==> config.mk <==
export PLATFORM = sky130hd
export DESIGN_NAME = tictactoe_move_sequencer
export DESIGN_NICKNAME = d
export VERILOG_FILES = /design/src/rtl/tictactoe_pkg.sv /design/src/rtl/tictactoe_line_check.sv /design/src/rtl/tictactoe_move_sequencer.sv
export SDC_FILE = /design/constraint.sdc
export NUM_CORES = 1
export LEC_CHECK = 0
export ABC_AREA = 1
export CAP_MARGIN = 20
export CORE_MARGIN = 4
export CORE_UTILIZATION = 55
export DETAILED_ROUTE_END_ITERATION = 8
export PLACE_DENSITY = 0.81
export SLEW_MARGIN = 15
export SYNTH_ARGS = -nofsm -noshare
export SYNTH_HDL_FRONTEND = slang
export SYNTH_SLANG_ARGS = --single-unit
export TNS_END_PERCENT = 1
==> constraint.sdc <==
create_clock -name clock -period 3.78 [get_ports clock]
set_input_delay 1.134 -clock clock [delete_from_list [all_inputs] [get_ports clock]]
set_output_delay 1.134 -clock clock [all_outputs]
set_load 0.02 [all_outputs]
==> src/rtl/tictactoe_pkg.sv <==
// Shared types for the tic-tac-toe move sequencer: cell codes, FSM states,
// the winning-line table and small board access helpers.
package tictactoe_pkg;

    localparam int NUM_CELLS = 9;
    localparam int NUM_LINES = 8;
    localparam int BOARD_W   = 2 * NUM_CELLS;

    typedef logic [1:0]         cell_t;
    typedef logic [3:0]         cell_idx_t;
    typedef logic [BOARD_W-1:0] board_t;

    localparam cell_t EMPTY    = 2'b00;
    localparam cell_t PLAYER   = 2'b01;
    localparam cell_t COMPUTER = 2'b10;

    typedef enum logic [2:0] {
        IDLE,
        CHECK,
        EVAL,
        REPORT,
        GAME_OVER
    } state_t;

    // Scan order matters: the first matching line decides the reported owner.
    localparam cell_idx_t WIN_LINES [NUM_LINES][3] = '{
        '{4'd0, 4'd1, 4'd2},
        '{4'd3, 4'd4, 4'd5},
        '{4'd6, 4'd7, 4'd8},
        '{4'd0, 4'd3, 4'd6},
        '{4'd1, 4'd4, 4'd7},
        '{4'd2, 4'd5, 4'd8},
        '{4'd0, 4'd4, 4'd8},
        '{4'd2, 4'd4, 4'd6}
    };

    function automatic cell_t cell_at(input board_t b, input cell_idx_t idx);
        cell_t c;
        c = EMPTY;
        for (int i = 0; i < NUM_CELLS; i++) begin
            if (idx == cell_idx_t'(i)) begin
                c = b[2*i +: 2];
            end
        end
        return c;
    endfunction

    function automatic board_t set_cell(input board_t b, input cell_idx_t idx, input cell_t v);
        board_t r;
        r = b;
        for (int i = 0; i < NUM_CELLS; i++) begin
            if (idx == cell_idx_t'(i)) begin
                r[2*i +: 2] = v;
            end
        end
        return r;
    endfunction

    function automatic logic board_full(input board_t b);
        logic full;
        full = 1'b1;
        for (int i = 0; i < NUM_CELLS; i++) begin
            if (b[2*i +: 2] == EMPTY) begin
                full = 1'b0;
            end
        end
        return full;
    endfunction

endpackage

==> src/rtl/tictactoe_line_check.sv <==
// Combinational check of one winning line: all three cells equal and occupied.
module tictactoe_line_check
    import tictactoe_pkg::*;
(
    input  cell_t cell_a,
    input  cell_t cell_b,
    input  cell_t cell_c,
    output logic  match,
    output cell_t owner
);

    assign match = (cell_a != EMPTY) && (cell_a == cell_b) && (cell_b == cell_c);
    assign owner = match ? cell_a : EMPTY;

endmodule

==> src/rtl/tictactoe_move_sequencer.sv <==
// Board owner for the tic-tac-toe game: arbitrates player/computer moves,
// rejects illegal ones and runs a fixed 8-cycle win / full-board evaluation.
module tictactoe_move_sequencer
    import tictactoe_pkg::*;
#(
    parameter bit FIRST_PRIO = 1'b0,
    parameter int LINES      = NUM_LINES
) (
    input  logic        clock,
    input  logic        reset,
    input  logic        clear,
    input  logic        player_req,
    input  logic [3:0]  player_pos,
    input  logic        pc_req,
    input  logic [3:0]  pc_pos,
    output logic        player_ack,
    output logic        pc_ack,
    output logic        illegal_move,
    output logic [17:0] board,
    output logic        busy,
    output logic        done,
    output logic        win,
    output logic [1:0]  winner,
    output logic        no_space
);

    state_t    state_q, state_d;
    board_t    board_q, board_d;
    logic      prio_q, prio_d;       // 1: computer favoured on a tie
    logic      src_q, src_d;         // 1: move in flight belongs to the computer
    cell_idx_t pos_q, pos_d;
    logic [2:0] line_q, line_d;
    logic      flag_q, flag_d;
    cell_t     owner_q, owner_d;
    logic      player_ack_q, player_ack_d;
    logic      pc_ack_q, pc_ack_d;
    logic      illegal_q, illegal_d;
    logic      done_q, done_d;
    logic      win_q, win_d;
    cell_t     winner_q, winner_d;
    logic      no_space_q, no_space_d;

    logic      grant_pc;
    logic      move_legal;
    logic      is_full;
    cell_t     lc_a, lc_b, lc_c;
    logic      lc_match;
    cell_t     lc_owner;

    assign lc_a    = cell_at(board_q, WIN_LINES[line_q][0]);
    assign lc_b    = cell_at(board_q, WIN_LINES[line_q][1]);
    assign lc_c    = cell_at(board_q, WIN_LINES[line_q][2]);
    assign is_full = board_full(board_q);

    tictactoe_line_check u_line_check (
        .cell_a (lc_a),
        .cell_b (lc_b),
        .cell_c (lc_c),
        .match  (lc_match),
        .owner  (lc_owner)
    );

    always_ff @(posedge clock or negedge reset) begin
        if (!reset) begin
            state_q <= IDLE;
        end else begin
            state_q <= state_d;
        end
    end

    always_comb begin
        state_d      = state_q;
        board_d      = board_q;
        prio_d       = prio_q;
        src_d        = src_q;
        pos_d        = pos_q;
        line_d       = line_q;
        flag_d       = flag_q;
        owner_d      = owner_q;
        player_ack_d = 1'b0;
        pc_ack_d     = 1'b0;
        illegal_d    = 1'b0;
        done_d       = 1'b0;
        win_d        = win_q;
        winner_d     = winner_q;
        no_space_d   = no_space_q;
        grant_pc     = 1'b0;
        move_legal   = 1'b0;

        case (state_q)
            IDLE: begin
                if (player_req || pc_req) begin
                    grant_pc = pc_req && (!player_req || prio_q);
                    src_d    = grant_pc;
                    pos_d    = grant_pc ? pc_pos : player_pos;
                    prio_d   = !grant_pc;
                    state_d  = CHECK;
                end
            end
            CHECK: begin
                move_legal   = (pos_q <= 4'd8) && (cell_at(board_q, pos_q) == EMPTY);
                player_ack_d = !src_q;
                pc_ack_d     = src_q;
                if (move_legal) begin
                    board_d = set_cell(board_q, pos_q, src_q ? COMPUTER : PLAYER);
                    line_d  = '0;
                    flag_d  = 1'b0;
                    owner_d = EMPTY;
                    state_d = EVAL;
                end else begin
                    illegal_d = 1'b1;
                    state_d   = IDLE;
                end
            end
            EVAL: begin
                if (lc_match && !flag_q) begin
                    flag_d  = 1'b1;
                    owner_d = lc_owner;
                end
                // Always scan every line so the report latency never varies.
                if (line_q == 3'(LINES - 1)) begin
                    state_d = REPORT;
                end else begin
                    line_d = line_q + 3'd1;
                end
            end
            REPORT: begin
                win_d      = flag_q;
                winner_d   = owner_q;
                no_space_d = is_full && !flag_q;
                done_d     = 1'b1;
                state_d    = (flag_q || is_full) ? GAME_OVER : IDLE;
            end
            GAME_OVER: begin
            end
            default: begin
                state_d = IDLE;
            end
        endcase

        // New game: identical to reset, abandoning any move in flight.
        if (clear) begin
            state_d      = IDLE;
            board_d      = '0;
            prio_d       = FIRST_PRIO;
            src_d        = 1'b0;
            pos_d        = '0;
            line_d       = '0;
            flag_d       = 1'b0;
            owner_d      = EMPTY;
            player_ack_d = 1'b0;
            pc_ack_d     = 1'b0;
            illegal_d    = 1'b0;
            done_d       = 1'b0;
            win_d        = 1'b0;
            winner_d     = EMPTY;
            no_space_d   = 1'b0;
        end
    end

    always_ff @(posedge clock or negedge reset) begin
        if (!reset) begin
            board_q      <= '0;
            prio_q       <= FIRST_PRIO;
            src_q        <= 1'b0;
            pos_q        <= '0;
            line_q       <= '0;
            flag_q       <= 1'b0;
            owner_q      <= EMPTY;
            player_ack_q <= 1'b0;
            pc_ack_q     <= 1'b0;
            illegal_q    <= 1'b0;
            done_q       <= 1'b0;
            win_q        <= 1'b0;
            winner_q     <= EMPTY;
            no_space_q   <= 1'b0;
        end else begin
            board_q      <= board_d;
            prio_q       <= prio_d;
            src_q        <= src_d;
            pos_q        <= pos_d;
            line_q       <= line_d;
            flag_q       <= flag_d;
            owner_q      <= owner_d;
            player_ack_q <= player_ack_d;
            pc_ack_q     <= pc_ack_d;
            illegal_q    <= illegal_d;
            done_q       <= done_d;
            win_q        <= win_d;
            winner_q     <= winner_d;
            no_space_q   <= no_space_d;
        end
    end

    assign board        = board_q;
    assign player_ack   = player_ack_q;
    assign pc_ack       = pc_ack_q;
    assign illegal_move = illegal_q;
    assign done         = done_q;
    assign win          = win_q;
    assign winner       = winner_q;
    assign no_space     = no_space_q;
    assign busy         = (state_q == CHECK) || (state_q == EVAL) || (state_q == REPORT);

endmodule
==> impl_results.md, run 1 <==
- Outcome: completed
- Overall power: 1.20 mW
- Num CTS Buffers: 5
- Area Growth Syn to Fin: 18.1%
- Clock sinks: 41
- Yosys warnings: 0
- Pwr dens: 335 nW/um2
- CTS H-tree depth: 2
- Crit Path Max Fanout: 10
- Global-route wire length before repair: 13200 um
- Unrepaired setup endpoints after global routing: false
- Startpoint types: flop
- CP Class: flop to flop
- Slowest stage delay, CP: 0.46 ns
- Ant. Diodes: 0
- Setup_tns: 0 ns
- Die height: 82.4 um
- FILL cells: 451
- TritonCTS clock tree: yes
- Setup Skew: 0.0114 ns
- Type of the most critical hold path: flop to flop
- Critical-path cell list: bufinv_8, ha_1, inv_4, nand2_1, o21ai_2, nand2_2, nor2_1, inv_1, nand2_1, inv_1, nand2_1, nand2_1, nand2_1, nand2_1, nand2_1, a21oi_1, nor2_1, nand3_2, o21bai_2, nand2_1, nand2_1, nand2_1
- Lkg Pwr: 1.73 nW
- FFs w/ async S/R, synth: 1.00
- Syn_area_per_cell: 6.72 um2
- Top-count cell post-synth: nand2_1
- Seq/Total Area, Yosys: 0.337
- Final WL: 7910 um
- Most instantiated cells after synthesis: 129 x nand2_1, 55 x nor2_1, 54 x inv_1
- Worst vdd ir: 0.000264 V
- Setup bufs post-CTS: 0
- Largest net degree at the start of global routing: 42
- Routability cong.: 0.899
- CP required: 3.97 ns
- PortBufs: 39
- Grt total ovfl: 0
- Post-synth EDFFs: 0
- Syn Nets: 474
- Fin Hold WS: 0.497 ns
- DRT Pass-1 Iters: 5
- Die Footprint: 6790 um2
- Number of global-route vias before repair: 2848
- Synth area leaders: dfrtp_1 34%, nand2_1 16%, nor2_1 6.8%, inv_1 6.7%, nand3_1 6.1%
- Crit path top cell by count: nand2_1
- Worst-Margin Slew: 0.886 ns
- Syn Std Cell Area: 3040 um2
- HPWL after detailed placement: 6060 um
- Drc violations: 0
- Crit path max-delay cell type: ha_1
- Hold Path Origin: owner_q[1]
- 1st-iter DRT viols: 145
- Initial antenna violation count: 0
- Post-layout nets: 512
- CTS-repair resized insts: 0
- Final Hold Vio Count: 0
- Via count: 3111
- Initial Util: 0.581
- All-layer global routing usage: 0.255
- Peak Freq: 340 MHz
- Synth unique cells: 42
- Worst setup path start: line_q[0]
- Hold buffers post-CTS: 0
- Placed insts: 554
- Synthesis-stage register bit count: 41
- Final period utilization: 0.779
- Setup crit end kind: flop
- Synth area leader: dfrtp_1
- # rows: 26
- I/O pin total: 40
- Antenna Violating Nets Remaining: 0
- Critical path buffer and inverter count: 4
- Period minus WS final: 2.94 ns
- Clock transition at path regs: 0.09 ns
- Top_reg_cell synth: dfrtp_1
- Delay-heaviest family, CP: simple AND/OR/NAND/NOR gates
- Max cap viols: 0
- Syn Inst Count: 453
- Drt wl/cell: 14.1 um
- Root buffer cell: clkbuf_8
- Core Region: 5240 um2
- Finished Core Util: 0.686
- Vias/cell: 5.54
- Clk buf depth: 2
- CP Data Arrival Time: 3.14 ns
- Area share of the largest cell type after synthesis: 0.337
- Slew margin rel.: 0.409
- Clock latency on the worst-skew pair: 0.30 ns
- Fin cells: 562
- Fin. max-slew vios: 0
- Final setup fails: 0
- Reg2reg start: line_q[0]
- Share of cells above drive strength 1: 0.116
- Die X: 82.4 um
==> metal layers <==
| layer | wire, um | GRT usage |
|---|---|---|
| met5 | 0 | 0 |
| met4 | 183 | 0.0831 |
| met3 | 424 | 0.0315 |
| met2 | 3970 | 0.436 |
| met1 | 3340 | 0.333 |
==> cell type report <==
| type | instances | area [um2] | share of cell area |
|---|---|---|---|
| clock inverter | 3 | 46.3 | 0.0129 |
| inverter | 66 | 275 | 0.0766 |
| clock buffer | 5 | 68.8 | 0.0192 |
| multi-input combinational | 336 | 1690 | 0.470 |
| timing repair buffer | 41 | 400 | 0.111 |
| tap | 70 | 87.6 | 0.0244 |
| sequential | 41 | 1030 | 0.286 |
==> worst paths after layout <==
kind / slack, ns / cells past startpoint / end
setup reg to reg: 0.84 / 22 / owner_q[0]
min in group asynchronous: 0.95 / 1 / board[8]
hold / removal: 0.50 / 2 / owner_q[1]
setup / recovery: 0.84 / 22 / owner_q[0]
max in group asynchronous: 2.27 / 1 / winner[1]
hold reg to reg: 0.50 / 2 / owner_q[1]
==> power breakdown <==
group,leakage [nW],internal [mW],switching [mW]
logic,1.11,0.120,0.230
clock network,0.0543,0.198,0.159
registers,0.560,0.461,0.0347
total,1.73,0.779,0.424
==> sequential cells by signal, indices dropped and copies added (netlist names), 2 cells and up <==
| name | flops |
|---|---|
| board | 18 |
| pos_q | 4 |
| line_q | 3 |
| state_q | 3 |
| owner_q | 2 |
| winner | 2 |
==> cells in the final DEF, fill, tap and decap left out, types with 3 or more instances in the layout <==
master,instances
nand4_1,16
nor3_1,8
nand2_4,5
inv_1,54
clkbuf_8,5
nor2_2,4
inv_2,7
a31oi_1,4
a21oi_1,19
o21ai_1,3
nand2_1,129
dfrtp_1,41
nand2_2,8
nor2_1,55
nor3_2,3
o21ai_0,11
ha_1,8
nand3_1,37
clkdlybuf4s50_1,38
o21ai_2,3
==> worst register-to-register path, cell delays in order, from the launching register on <==
cell      delay (ns)
dfrtp_1         0.44
bufinv_8        0.24
ha_1            0.46
inv_4           0.14
nand2_1         0.08
o21ai_2         0.11
nand2_2         0.09
nor2_1          0.19
inv_1           0.08
nand2_1         0.06
inv_1           0.04
nand2_1         0.06
nand2_1         0.05
nand2_1         0.05
nand2_1         0.05
nand2_1         0.08
a21oi_1         0.07
nor2_1          0.13
nand3_2         0.10
o21bai_2        0.12
nand2_1         0.10
nand2_1         0.07
nand2_1         0.05
==> through the flow <==
| step | setup WS, ns | area [um2] |
|---|---|---|
| 2_1_floorplan | 1.31 | 3040 |
| 4_1_cts | 0.833 | 3590 |
| 5_1_grt | 0.534 | 3590 |
| 3_5_place_dp | 0.863 | 3480 |
| 3_3_place_gp | 0.905 | 3480 |
| 6_report | 0.835 | 3590 |
==> cells by family after synthesis <==
group	Yosys count	share of synthesized area
AND/OR/NAND/NOR	276	0.418
flip-flops	41	0.337
adder cells (fa/ha/maj)	8	0.0329
buffers and inverters	76	0.108
AO/OA/AOI/OAI	52	0.104
Note: power is estimated with default switching activity, not from simulation.
==> run 2, diff against run 1 <==
==> constraint.sdc (replaced) <==
create_clock -name clock -period 2.99 [get_ports clock]
set_input_delay 0.897 -clock clock [delete_from_list [all_inputs] [get_ports clock]]
set_output_delay 0.897 -clock clock [all_outputs]
set_load 0.02 [all_outputs]
==> impl_results.md, run 2 (synthesized netlist as in run 1, its figures left out) <==
- CP required: 3.17 ns (-0.80 ns)
- Die height: 82.4 um (unchanged)
- Clock transition at path regs: 0.07 ns (-0.02 ns)
- Ant. Diodes: 0 (unchanged)
- # rows: 26 (unchanged)
- Setup crit end kind: flop
- Antenna Violating Nets Remaining: 0 (unchanged)
- Clock sinks: 41 (unchanged)
- Post-layout nets: 515 (+0.59%)
- Worst vdd ir: 0.000275 V (+3.9%)
- Routability cong.: 0.927 (+3.1%)
- Drc violations: 0 (unchanged)
- Hold Path Origin: owner_q[0]
- Outcome: completed
- Drt wl/cell: 14.0 um (-0.59%)
- Most common cell after layout, fill and taps aside: nand2_1
- Final period utilization: 0.892 (+0.113)
- Type of the most critical hold path: flop to flop
- FILL cells: 460 (+2.0%)
- Largest net degree at the start of global routing: 42 (unchanged)
- Via count: 3097 (-0.45%)
- Setup_tns: 0 ns (unchanged)
- Period minus WS final: 2.67 ns (-0.278 ns)
- I/O pin total: 40 (unchanged)
- Sequential group share of total power: 0.411 (about the same)
- Clk buf depth: 2 (unchanged)
- Peak Freq: 375 MHz (+10%)
- CTS H-tree depth: 2 (unchanged)
- Finished Core Util: 0.695 (+0.00860)
- Design area: 3640 um2 (+1.3%)
- Crit path max-delay cell type: dfrtp_2
- Initial Util: 0.581 (unchanged)
- Final WL: 7910 um (about the same)
- Initial antenna violation count: 0 (unchanged)
- Critical-path cell list: bufinv_8, ha_4, inv_4, nand2_1, o21ai_2, nand2_2, nor2_2, inv_1, nand2_1, inv_1, nand2_1, nand2_1, nand2_1, nand2_1, nand2_1, a21oi_1, nor2_1, nand3_2, o21bai_2, nand2_1, nand2_1, nand2_1
- Sw frac: 0.337 (-0.0153)
- Root buffer cell: clkbuf_8
- Dpl cell area: 3500 um2 (+0.65%)
- Slowest stage delay, CP: 0.44 ns (-0.02 ns)
- Max cap viols: 0 (unchanged)
- DRT Pass-1 Iters: 4 (-1)
- Fin. max-slew vios: 0 (unchanged)
- P_int: 1.01 mW (+30%)
- Flop2flop setup slack: 0.32 ns (-0.51 ns)
- Sw Pwr: 516 uW (+22%)
- Slew margin rel.: 0.406 (-0.00334)
- Hold Path End: winner[0]
- Overall power: 1.53 mW (+27%)
- TritonCTS clock tree: yes
- Pwr dens: 420 nW/um2 (+26%)
- Grt total ovfl: 0 (unchanged)
- HPWL after detailed placement: 6070 um (+0.15%)
- Global-route wire length before repair: 13500 um (+2.3%)
- 1st-iter DRT viols: 183 (+26%)
- Crit Path Max Fanout: 10 (unchanged)
- Core Region: 5240 um2 (unchanged)
- Crit path top cell by count: nand2_1
- CP Class: flop to flop
- Worst hold path depth: 2 (unchanged)
- Vias/cell: 5.48 (-0.98%)
- Reg2reg start: line_q[0]
- All-layer global routing usage: 0.257 (+0.00265)
- Area Growth Syn to Fin: 19.6%
- Final Hold Vio Count: 0 (unchanged)
- Unrepaired setup endpoints after global routing: false
- Clock latency on the worst-skew pair: 0.29 ns (about the same)
- R2R depth: 22 (unchanged)
- Final setup fails: 0 (unchanged)
- Share of cells above drive strength 1: 0.127 (+0.0114)
- CP Data Arrival Time: 2.84 ns (-0.30 ns)
- Largest register FFs: 18 (unchanged)
- Clk pwr share: 0.296 (about the same)
- Die X: 82.4 um (unchanged)
- Worst-Margin Slew: 0.891 ns (+0.00500 ns)
- Most frequent cells in the layout: 129 x nand2_1, 54 x inv_1, 54 x nor2_1
- Lkg Pwr: 1.74 nW (+1.1%)
- Comb pwr share: 0.293 (+0.002)
- FF-to-FF End: owner_q[0]
- Num CTS Buffers: 5 (unchanged)
- PortBufs: 39 (unchanged)
- Startpoint types: flop
- Die Footprint: 6790 um2 (unchanged)
- Setup Skew: 0.0107 ns (-0.000751 ns)
- Number of global-route vias before repair: 3025 (+6.2%)
[run 2: what timing repair did]
item	in CTS	in global routing
hold buffers	0	0
buffers inserted	0	0
gates resized for setup	0	5
setup endpoints to repair	0	3
[run 2: area by class of cell]
cell class / count / area, um2 / area share
Tap cell: 70 / 87.6 / 0.0241
Timing Repair Buffer: 44 / 423 / 0.116
Sequential cell: 41 / 1030 / 0.282
Clock buffer: 7 / 86.3 / 0.0237
Inverter: 66 / 275 / 0.0757
Multi-Input combinational cell: 336 / 1710 / 0.470
Clock inverter: 1 / 30.0 / 0.00825
[run 2: how the worst max path moves through the flow]
stage          startpoint          to  slack (ns)  cells past startpoint
6_report        line_q[0]  owner_q[0]        0.32                     22
5_1_grt         line_q[1]  owner_q[0]        0.05                     22
3_5_place_dp    line_q[0]  owner_q[0]        0.08                     22
4_1_cts         line_q[0]  owner_q[0]        0.08                     22
3_3_place_gp    line_q[0]  owner_q[1]        0.23                     22
2_1_floorplan   line_q[0]  owner_q[1]        0.52                     23
[run 2: metrics by stage]
| stage | cells | hold slack [ns] | worst slack [ns] |
|---|---|---|---|
| 6_report | 565 | 0.492 | 0.324 |
| 5_1_grt | 565 | 0.519 | 0.0517 |
| 4_1_cts | 565 | 0.490 | 0.0786 |
| 3_5_place_dp | 557 | 0.472 | 0.0809 |
| 3_3_place_gp | 557 | 0.471 | 0.226 |
| 2_1_floorplan | 453 | 0.442 | 0.517 |
[run 2: power by group through the flow]
stage               logic [mW]  clock network (mW)  registers [mW]
floorplan                0.316                   0           0.633
global placement         0.428                   0           0.635
detailed placement       0.439                   0           0.637
CTS                      0.442               0.460           0.626
global route             0.505               0.486           0.633
finish                   0.448               0.453           0.628
[run 2: per-layer routing]
metal / up-vias / share of wire / wire, um / global-route usage
met5: - / 0 / 0 / 0
met4: 0 / 0.012 / 96 / 0.0947
met3: 12 / 0.058 / 462 / 0.0369
met2: 86 / 0.50 / 3910 / 0.442
met1: 1454 / 0.43 / 3430 / 0.328
li1: 1545 / - / - / -
[run 2: worst max-delay path, delay by kind of cell, from the launching register on]
kind            cells  cell delay, ns
buf+inv             4            0.42
flops               1            0.44
simple gates       14            1.15
compound gates      3            0.30
fa+ha+maj           1            0.25
==> run 3, diff against run 2 <==
--- a/config.mk
+++ b/config.mk
@@ -7,7 +7,7 @@
 export LEC_CHECK = 0
 export ABC_AREA = 1
 export CAP_MARGIN = 20
-export CORE_MARGIN = 4
+export CORE_MARGIN = 3
 export CORE_UTILIZATION = 55
 export DETAILED_ROUTE_END_ITERATION = 8
 export PLACE_DENSITY = 0.81
==> impl_results.md, run 3 (synthesized netlist as in run 1, its figures left out) <==
- Outcome: completed
- Area Growth Syn to Fin: 18.3%
- Root buffer cell: clkbuf_8
- Core Region: 5240 um2 (unchanged)
- Fin. max-slew vios: 0 (unchanged)
- Clk buf depth: 2 (unchanged)
- Lkg Pwr: 1.74 nW (-0.39%)
- Antenna Violating Nets Remaining: 0 (unchanged)
- Period minus WS final: 2.70 ns (+0.0294 ns)
- Fin Hold WS: 0.481 ns (-0.0108 ns)
- PortBufs: 39 (unchanged)
- Setup_tns: 0 ns (unchanged)
- Post-layout nets: 515 (unchanged)
- Hold buffers post-CTS: 0 (unchanged)
- Number of global-route vias before repair: 2922 (-3.4%)
- Via count: 3085 (-0.39%)
- 1st-iter DRT viols: 202 (+10%)
- Initial antenna violation count: 0 (unchanged)
- Global-route wire length before repair: 13300 um (-1.5%)
- Share of cells above drive strength 1: 0.125 (-0.00202)
- Unrepaired setup endpoints after global routing: false
- I/O pin total: 40 (unchanged)
- Type of the most critical hold path: flop to flop
- Final setup fails: 0 (unchanged)
- Die Footprint: 6460 um2 (-4.8%)
- TritonCTS clock tree: yes
- Crit Path Max Fanout: 10 (unchanged)
- Clock latency on the worst-skew pair: 0.30 ns (about the same)
- Critical-path cell list: bufinv_8, ha_2, inv_4, nand2_1, o21ai_2, nand2_2, nor2_1, inv_1, nand2_1, inv_1, nand2_1, nand2_1, nand2_1, nand2_1, nand2_1, a21oi_1, nor2_1, nand3_2, o21bai_2, nand2_1, nand2_1, nand2_1
- Placed insts: 556 (-0.18%)
- Grt total ovfl: 0 (unchanged)
- Die height: 80.4 um (-2.4%)
- Crit path top cell by count: nand2_1
- # rows: 26 (unchanged)
- Finished Core Util: 0.687 (-0.00741)
- Final period utilization: 0.902 (+0.00983)
- Initial Util: 0.581 (unchanged)
- Final WL: 7630 um (-3.5%)
- Max cap viols: 0 (unchanged)
- Pwr dens: 402 nW/um2 (-4.2%)
- Drt wl/cell: 13.5 um (-3.5%)
- Slowest stage delay, CP: 0.38 ns (-0.06 ns)
- Fin cells: 565 (unchanged)
- Die X: 80.4 um (-2.4%)
- Clock sinks: 41 (unchanged)
- Largest register FFs: 18 (unchanged)
- DRT Pass-1 Iters: 5 (+1)
- Startpoint types: flop
- Peak Freq: 371 MHz (-1.1%)
- Vias/cell: 5.46 (-0.39%)
- Routability cong.: 0.990 (+6.8%)
- CP required: 3.18 ns (about the same)
- Setup Skew: 0.0129 ns (+0.00227 ns)
- Final Hold Vio Count: 0 (unchanged)
- Setup crit end kind: flop
- All-layer global routing usage: 0.263 (+0.00547)
- Slew margin rel.: 0.399 (-0.00690)
- Drc violations: 0 (unchanged)
- CTS H-tree depth: 2 (unchanged)
- FILL cells: 446 (-3.0%)
- Overall power: 1.45 mW (-5.2%)
- Crit path max-delay cell type: dfrtp_1
- Largest net degree at the start of global routing: 42 (unchanged)
- Worst vdd ir: 0.000330 V (+20%)
- Num CTS Buffers: 5 (unchanged)
- Most common cell after layout, fill and taps aside: nand2_1
- Most frequent cells in the layout: 129 x nand2_1, 55 x nor2_1, 53 x inv_1
- Ant. Diodes: 0 (unchanged)
- CP Class: flop to flop
- HPWL after detailed placement: 5980 um (-1.5%)
- Worst-Margin Slew: 0.901 ns (+0.0103 ns)
- CP Data Arrival Time: 2.89 ns (+0.05 ns)
- Clock transition at path regs: 0.08 ns (about the same)
[run 3: what timing repair did]
action | 4_1_cts | 5_1_grt
endpoints found under the setup margin | 0 | 3
buffers inserted | 0 | 1
gates resized for setup | 0 | 2
[run 3: critical path: cells and delay by family, from the launching register on]
family | cells | cell delay (ns)
adder cells (fa/ha/maj) | 1 | 0.34
AO/OA/AOI/OAI | 3 | 0.28
flip-flops | 1 | 0.38
buffers and inverters | 4 | 0.43
AND/OR/NAND/NOR | 14 | 1.16
[run 3: final cells by class]
cell class | count | area, um2 | share of cell area
clock inverter | 2 | 13.8 | 0.00382
multi-input combinational | 336 | 1690 | 0.470
tap | 70 | 87.6 | 0.0243
sequential | 41 | 1030 | 0.285
timing repair buffer | 44 | 423 | 0.117
clock buffer | 6 | 82.6 | 0.0229
inverter | 66 | 275 | 0.0765
[run 3: path summary, 6_finish.rpt]
path / cells after the start / slack (ns) / endpoint / startpoint
worst max-delay path: 22 / 0.29 / flag_q / line_q[0]
worst min-delay path: 1 / 0.48 / state_q[0] / state_q[0]
worst max register to register: 22 / 0.29 / flag_q / line_q[0]
worst min register to register: 1 / 0.48 / state_q[0] / state_q[0]
max in group asynchronous: 1 / 1.69 / board[2] / reset
min in group asynchronous: 1 / 0.72 / line_q[2] / reset
[run 3: routing by layer]
| layer | track usage | routed length (um) | vias to the layer above |
|---|---|---|---|
| met5 | 0 | 0 | - |
| met4 | 0.0861 | 104 | 0 |
| met3 | 0.0381 | 425 | 13 |
| met2 | 0.446 | 3730 | 108 |
| met1 | 0.343 | 3370 | 1423 |
| li1 | - | - | 1541 |
[run 3: through the flow]
step / setup slack [ns] / instance area (um2)
5_1_grt: 0.00500 / 3600
3_3_place_gp: 0.232 / 3490
4_1_cts: 0.124 / 3590
3_5_place_dp: 0.131 / 3490
6_report: 0.294 / 3600
2_1_floorplan: 0.517 / 3040
[run 3: power by group]
group | leakage (nW) | internal [mW] | switching, mW
clock | 0.0512 | 0.187 | 0.194
sequential | 0.560 | 0.583 | 0.0425
combinational | 1.13 | 0.155 | 0.287
total | 1.74 | 0.925 | 0.524
